`src/rtl/core_fetch.sv`:
```
// Instruction fetch stage: owns the PC, drives a 1-cycle BRAM and presents
// a registered instruction to decode, with a one-entry stall hold buffer.
module core_fetch #(
    parameter logic [31:0] RESET_PC = 32'h0000_0000,
    parameter logic [31:0] NOP_INST = 32'h0000_0013
) (
    input  logic        CLK,
    input  logic        RST_N,
    input  logic        STALL,
    input  logic        REDIRECT,
    input  logic [31:0] REDIRECT_PC,
    output logic        IMEM_EN,
    output logic [29:0] IMEM_ADDR,
    input  logic [31:0] IMEM_RDATA,
    output logic [31:0] INST,
    output logic [31:0] INST_PC,
    output logic        INST_VALID
);

    logic [31:0] pc_q, pc_d;
    logic        infl_v_q, infl_v_d;
    logic [31:0] infl_pc_q, infl_pc_d;
    logic        hold_v_q, hold_v_d;
    logic [31:0] hold_data_q, hold_data_d;
    logic [31:0] hold_pc_q, hold_pc_d;
    logic [31:0] inst_q, inst_d;
    logic [31:0] inst_pc_q, inst_pc_d;
    logic        inst_v_q, inst_v_d;

    logic        src_v;
    logic [31:0] src_data;
    logic [31:0] src_pc;

    assign IMEM_EN    = !STALL && !REDIRECT && RST_N;
    assign IMEM_ADDR  = pc_q[31:2];
    assign INST       = inst_q;
    assign INST_PC    = inst_pc_q;
    assign INST_VALID = inst_v_q;

    // The hold buffer always predates any in-flight response.
    assign src_v    = hold_v_q || infl_v_q;
    assign src_data = hold_v_q ? hold_data_q : IMEM_RDATA;
    assign src_pc   = hold_v_q ? hold_pc_q : infl_pc_q;

    always_comb begin
        pc_d        = pc_q;
        infl_v_d    = 1'b0;
        infl_pc_d   = infl_pc_q;
        hold_v_d    = hold_v_q;
        hold_data_d = hold_data_q;
        hold_pc_d   = hold_pc_q;
        inst_d      = inst_q;
        inst_pc_d   = inst_pc_q;
        inst_v_d    = inst_v_q;
        if (REDIRECT) begin
            pc_d     = REDIRECT_PC & ~32'h3;
            hold_v_d = 1'b0;
            inst_d   = NOP_INST;
            inst_v_d = 1'b0;
        end else if (STALL) begin
            if (infl_v_q) begin
                hold_v_d    = 1'b1;
                hold_data_d = IMEM_RDATA;
                hold_pc_d   = infl_pc_q;
            end
        end else begin
            pc_d      = pc_q + 32'd4;
            infl_v_d  = 1'b1;
            infl_pc_d = pc_q;
            hold_v_d  = 1'b0;
            if (src_v) begin
                inst_d    = src_data;
                inst_pc_d = src_pc;
                inst_v_d  = 1'b1;
            end else begin
                inst_d   = NOP_INST;
                inst_v_d = 1'b0;
            end
        end
    end

    always_ff @(posedge CLK) begin
        if (!RST_N) begin
            pc_q        <= RESET_PC;
            infl_v_q    <= 1'b0;
            infl_pc_q   <= 32'd0;
            hold_v_q    <= 1'b0;
            hold_data_q <= 32'd0;
            hold_pc_q   <= 32'd0;
            inst_q      <= NOP_INST;
            inst_pc_q   <= 32'd0;
            inst_v_q    <= 1'b0;
        end else begin
            pc_q        <= pc_d;
            infl_v_q    <= infl_v_d;
            infl_pc_q   <= infl_pc_d;
            hold_v_q    <= hold_v_d;
            hold_data_q <= hold_data_d;
            hold_pc_q   <= hold_pc_d;
            inst_q      <= inst_d;
            inst_pc_q   <= inst_pc_d;
            inst_v_q    <= inst_v_d;
        end
    end

endmodule

```
`config.mk`:
```
export PLATFORM = sky130hd
export DESIGN_NAME = core_fetch
export DESIGN_NICKNAME = d
export VERILOG_FILES = /design/src/rtl/core_fetch.sv
export SDC_FILE = /design/constraint.sdc
export NUM_CORES = 1
export LEC_CHECK = 0
export ABC_AREA = 1
export CORE_ASPECT_RATIO = 2
export CORE_UTILIZATION = 52
export CTS_CLUSTER_DIAMETER = 30
export DETAILED_ROUTE_END_ITERATION = 16
export GPL_ROUTABILITY_DRIVEN = 0
export PLACE_DENSITY = 0.79
export RECOVER_POWER = 25
export SYNTH_ARGS = -nofsm -noshare
export SYNTH_HDL_FRONTEND = slang
export SYNTH_SLANG_ARGS = --single-unit
```
`constraint.sdc`:
```
create_clock -name CLK -period 1.6 [get_ports CLK]
set_clock_uncertainty 0.05 [all_clocks]
set_input_delay 0.4 -clock CLK [delete_from_list [all_inputs] [get_ports CLK]]
set_output_delay 0.4 -clock CLK [all_outputs]
set_load 0.1 [all_outputs]
```
==> flow_summary.yaml, run 1 <==
power:
  p_comb_share_pct: 16.1
  p_leak_nw: 4.55
  p_switching_mw: 3.19
  seqPwrFrac_pct: 45.9
  power_frac_clock_pct: 38.0
  switching_share_pct: 29.6
  design_power_total_mw: 10.8
  peakVddDrop_uv: 709
  p_per_area_nw_per_um2: 898
  internal-power_mw: 7.60
clocking:
  clk_latency_ps: 440
  cts_hold_buf: 0
  h-tree-depth: 4
  path_clk_slew_ps: 70
  cts_sinks: 187
  cts_tree: "done"
  clockBufferDepth: 2
  cts_buffers: 17
  root_buffer: "clkbuf_16"
placement:
  dpl.hpwl_mm: 17.0
  numPlacedInstances: 1454
  preCtsSetupSlack_ps: -421
  io_buffers: 159
  placed_area_sq_um: 11400
flow_run:
  cap_violations: 0
timing:
  finalHoldWorstSlack_ps: 408
  fin_ws_ps: 25.4
  timing.final.crit_share_pct: 98.4
  clock.fmax_ghz: 0.635
  hold_violations: 0
  layout_min_cycle_time_ps: 1570
  fin_tns_setup_ps: 0
  maxSlewViolCount: 0
  grt_setup_unrepaired: "yes"
  setup_viol: 0
logic_synthesis:
  synth_edf_count: 0
  synthesis.area_sq_um: 8290
  synth_cell_types: 41
  synth_top_family_by_area: "simple AND/OR/NAND/NOR gates"
  async_flop_share_pct: 0
  synth_warnings: 0
  syn_inst: 1110
  synth-compound-area-share_pct: 15.4
  synth_flop_cell: "dfxtp_1"
  ys_ff_latch: 187
  synthMuxAreaShare_pct: 3.50
  synth.avg_cell_area_sq_um: 7.47
  yosysSeqAreaShare_pct: 45.2
  synth_xor_area_share_pct: 0
  yosys.area_share.simple_pct: 27.5
  synthAdderAreaFrac_pct: 0.151
worst_setup_path:
  reg2reg_to: "pc_q[24]"
  critPathKind: "input pin to output port"
  worst_setup_path_end_kind: "output port"
  reg2reg_slack_ps: 60
  timing.rr.start: "pc_q[2]"
  critPathRequiredTime_ps: 1150
  cp_data_arrival_time_ps: 1120
  rr_worst_depth: 10
  cp-start-kind: "input pin"
  path_max_fanout: 5
route:
  detailroute.via_count: 8499
  drt_wl_total_mm: 24.7
  drtIter0Drc: 706
  via_per_inst: 5.69
  drtAntennaViolNets: 0
  drc: 0
  routedWlPerCell_microns: 16.5
  drtPass1Iterations: 5
global_route:
  gr-usage-all-layers_pct: 30.2
  grt_pass1_wl_mm: 39.9
  antenna_found_initial: 0
  gr-total-overflow: 0
  grt_max_degree: 68
  grt_pass1_vias: 8272
layout:
  drive_above_1_share_pct: 20.0
  final_util_pct: 76.6
  nNetsFinal: 1348
  n_fill_cell: 1097
  syn_to_final_growth_pct: 45.0
  num_antenna_cells: 0
  design_area_sq_um: 12000
  stdcell_count: 1493
worst_hold_path:
  hold_path_depth: 3
  min_from: "STALL"
  hold_end: "pc_q[5]"
  hold_class: "input pin to flip-flop"
floorplanning:
  die_h_microns: 181
  rows: 65
  pin_count: 164
  core-area_sq_um: 15700
  die_area_sq_um: 16500
  die_w_microns: 91.3
  start_util_pct: 52.8
status:
  run_status: "completed"
-- layout by cell type, fill, tap and decap left out, drive strengths merged, types with 29 or more instances in the layout --
cell,n
mux2i,29
nand2,241
o21ai,108
nand3,137
buf,164
a21oi,77
inv,73
a31oi,32
dfxtp,187
clkdlybuf4s50,62
nor2,117
-- power by group through the flow --
stage               clock (mW)  sequential, mW  combinational, mW
finish                    4.11            4.95               1.73
global route              4.33            4.97               1.82
CTS                       4.16            4.95               1.73
detailed placement           0            5.05               1.71
global placement             0            5.05               1.69
floorplan                    0            5.49              0.526
-- cell type report --
cell class / instances / area (sq um) / share of cell area [%]
multi-input combinational: 778 / 3910 / 32.5
timing repair buffer: 229 / 3200 / 26.7
sequential: 187 / 3830 / 31.8
inverter: 66 / 255 / 2.12
clock inverter: 14 / 126 / 1.05
clock buffer: 18 / 450 / 3.75
tap: 201 / 251 / 2.09
-- cells by family after synthesis --
kind of cell / after synthesis
flops: 187
fa+ha+maj: 1
other cells: 1
mux: 29
simple gates: 511
buf+inv: 146
compound gates: 235
-- synth_stat cells (all sizes together) (3+ instances only) --
cell type / n / share of area (%)
buf: 47 / 3.7
dfxtp: 187 / 45
o21ai: 108 / 6.5
inv: 66 / 3.0
mux2i: 29 / 3.5
a31oi: 32 / 2.4
a21oi: 77 / 4.7
nor3: 7 / 0.42
nand3b: 4 / 0.41
nand3: 137 / 8.6
a22o: 4 / 0.42
nand4: 4 / 0.30
clkbuf: 33 / 1.5
nand2: 241 / 11
nor2: 117 / 6.6
a41oi: 3 / 0.32
-- worst max-delay path: stages --
cell    delay [ps]
buf_2          190
nor2_8         160
inv_6           40
nor2_4         140
buf_12         190
-- state kept, by name (all words and copies together), names as in the netlist --
name         count
INST            32
hold_data_q     32
INST_PC         30
hold_pc_q       30
infl_pc_q       30
pc_q            30
INST_VALID       1
hold_v_q         1
infl_v_q         1
-- routing by layer --
metal | vias to the layer above | part of all wire, % | track usage (%)
met4 | 0 | 4.5 | 18.3
met2 | 361 | 55 | 56.8
met3 | 77 | 4.4 | 3.54
met1 | 4019 | 36 | 31.1
met5 | - | 0 | 0
li1 | 4042 | - | -
-- worst max-delay path by stage --
stage | from | endpoint | cells after the start | slack [ps]
6_report | STALL | IMEM_EN | 5 | 30
5_1_grt | pc_q[2] | pc_q[24] | 10 | -30
4_1_cts | pc_q[3] | pc_q[28] | 10 | 30
3_5_place_dp | REDIRECT | pc_q[4] | 8 | -420
3_3_place_gp | REDIRECT | pc_q[8] | 10 | -370
2_1_floorplan | REDIRECT | IMEM_EN | 6 | -310
-- what timing repair did --
action                                  CTS  global route
gates resized for setup                   6             5
setup buffers                             3             4
endpoints found under the setup margin    1            11
pin swaps                                 2             7
Power figures use the tool's default switching activity.
==> inputs of run 2 (changes only) <==
==> constraint.sdc (replaced) <==
create_clock -name CLK -period 1.6 [get_ports CLK]
set_clock_uncertainty 0.05 [all_clocks]
set_input_delay 0.32 -clock CLK [delete_from_list [all_inputs] [get_ports CLK]]
set_output_delay 0.32 -clock CLK [all_outputs]
set_load 0.1 [all_outputs]
==> run 2 against run 1 <==
- first-iteration DRC count down 23%
- fmax up 2.1%
- register-to-register slack about the same
- sequential power about the same
- hold slack worse by 28 ps
- power up 0.80%
- clock power up 2%
- flip-flop and latch count unchanged
- combinational power about the same
- worst setup slack better by 32 ps
- sequential share of layout area about the same
- die area unchanged
- largest cell class unchanged
- largest power group unchanged
- highest routed layer unchanged
==> flow_summary.yaml, run 2 (synthesized netlist as in run 1, its figures left out) <==
floorplanning:
  die_w_microns: 91.3
  start_util_pct: 52.8
  core-area_sq_um: 15700
  die_area_sq_um: 16500
  rows: 65
  pin_count: 164
  die_h_microns: 181
timing:
  clock.fmax_ghz: 0.648
  timing.final.crit_share_pct: 96.4
  hold_violations: 0
  grt_setup_unrepaired: "yes"
  fin_tns_setup_ps: 0
  layout_min_cycle_time_ps: 1540
  finalHoldWorstSlack_ps: 380
  setup_viol: 0
  maxSlewViolCount: 0
  fin_ws_ps: 57.8
layout:
  layout_commonest_cell: "nand2_1"
  final_util_pct: 76.6
  nNetsFinal: 1358
  drive_above_1_share_pct: 21.0
  design_area_sq_um: 12000
  stdcell_count: 1503
  final_cell_mix: "nand2_1, dfxtp_1, nand3_1"
  syn_to_final_growth_pct: 45.1
  num_antenna_cells: 0
route:
  drtIter0Drc: 544
  drc: 0
  met1_length_mm: 8.73
  routedWlPerCell_microns: 16.1
  met3_length_mm: 1.16
  drt_wl_total_mm: 24.3
  detailroute.via_count: 8377
  drtPass1Iterations: 6
  topRoutingLayerUsed: "met4"
  via_per_inst: 5.57
  met2_length_mm: 13.2
  drtAntennaViolNets: 0
placement:
  dpl.hpwl_mm: 16.9
  numPlacedInstances: 1462
  placed_area_sq_um: 11400
  preCtsSetupSlack_ps: -335
  io_buffers: 159
worst_setup_path:
  rr_worst_depth: 10
  critPathKind: "input pin to output port"
  startpoint: "REDIRECT"
  crit_chain: "dlygate4sd2_1, buf_6, nor2_8, inv_8, nor2_4, buf_12"
  critical_path.top_delay_family: "buffers and inverters"
  reg2reg_to: "pc_q[24]"
  timing.rr.start: "pc_q[3]"
  cp-start-kind: "input pin"
  reg2reg_slack_ps: 60
  slowest_stage: "dlygate4sd2_1"
  critPathRequiredTime_ps: 1230
  cp_data_arrival_time_ps: 1170
  path_max_fanout: 2
  path_depth: 6
  max_stage_delay_ps: 240
  worst_setup_path_end_kind: "output port"
  endpoint: "IMEM_EN"
  cp_num_buf_inv: 4
clocking:
  root_buffer: "clkbuf_16"
  h-tree-depth: 4
  clk_latency_ps: 430
  clockBufferDepth: 2
  cts_buffers: 17
  cts_sinks: 187
  path_clk_slew_ps: 70
  cts_tree: "done"
flow_run:
  cap_violations: 0
global_route:
  grt_pass1_vias: 8167
  gr-usage-all-layers_pct: 29.8
  gr-total-overflow: 0
  antenna_found_initial: 0
  grt_pass1_wl_mm: 39.4
  grt_max_degree: 55
power:
  design_power_total_mw: 10.9
  peakVddDrop_uv: 644
  p_per_area_nw_per_um2: 905
  p_leak_nw: 4.58
status:
  run_status: "completed"
worst_hold_path:
  hold_class: "input pin to flip-flop"
  min_from: "RST_N"
-- run 2: how the worst min path moves through the flow --
stage          cells past startpoint              end  slack [ps]
2_1_floorplan                      2  hold_data_q[10]         390
3_3_place_gp                       2   hold_data_q[8]         400
3_5_place_dp                       2    hold_pc_q[12]         400
4_1_cts                            4         pc_q[23]         360
5_1_grt                            4         pc_q[23]         380
6_report                           4         pc_q[23]         380
-- run 2: where the power goes --
group	internal [mW]	leakage (nW)	switching, mW
Combinational	0.665	2.75	1.06
Clock	2.38	0.292	1.82
Sequential	4.78	1.54	0.167
Total	7.83	4.58	3.05
-- run 2: final cells by class --
cell class / count / area [sq um]
Fill cell: 1128 / 3670
Clock buffer: 21 / 492
Multi-Input combinational cell: 778 / 3920
Timing Repair Buffer: 239 / 3170
Clock inverter: 11 / 104
Sequential cell: 187 / 3830
Inverter: 66 / 260
Tap cell: 201 / 251
-- run 2: worst min-delay path: cells and delay by family --
family | cells | cell delay [ps]
buffers and inverters | 3 | 410
AO/OA/AOI/OAI | 1 | 90
-- run 2: routing by layer --
layer  vias to the layer above  track usage, %
met5                         -               0
met4                         0            18.0
met3                        82            3.59
met2                       351            55.9
met1                      3875            30.8
li1                       4069               -
-- run 2: timing repair --
action,CTS,global route
setup endpoints to repair,1,12
hold buffers,0,0
gates resized for setup,4,6
pin swaps,2,5
buffers inserted,3,6
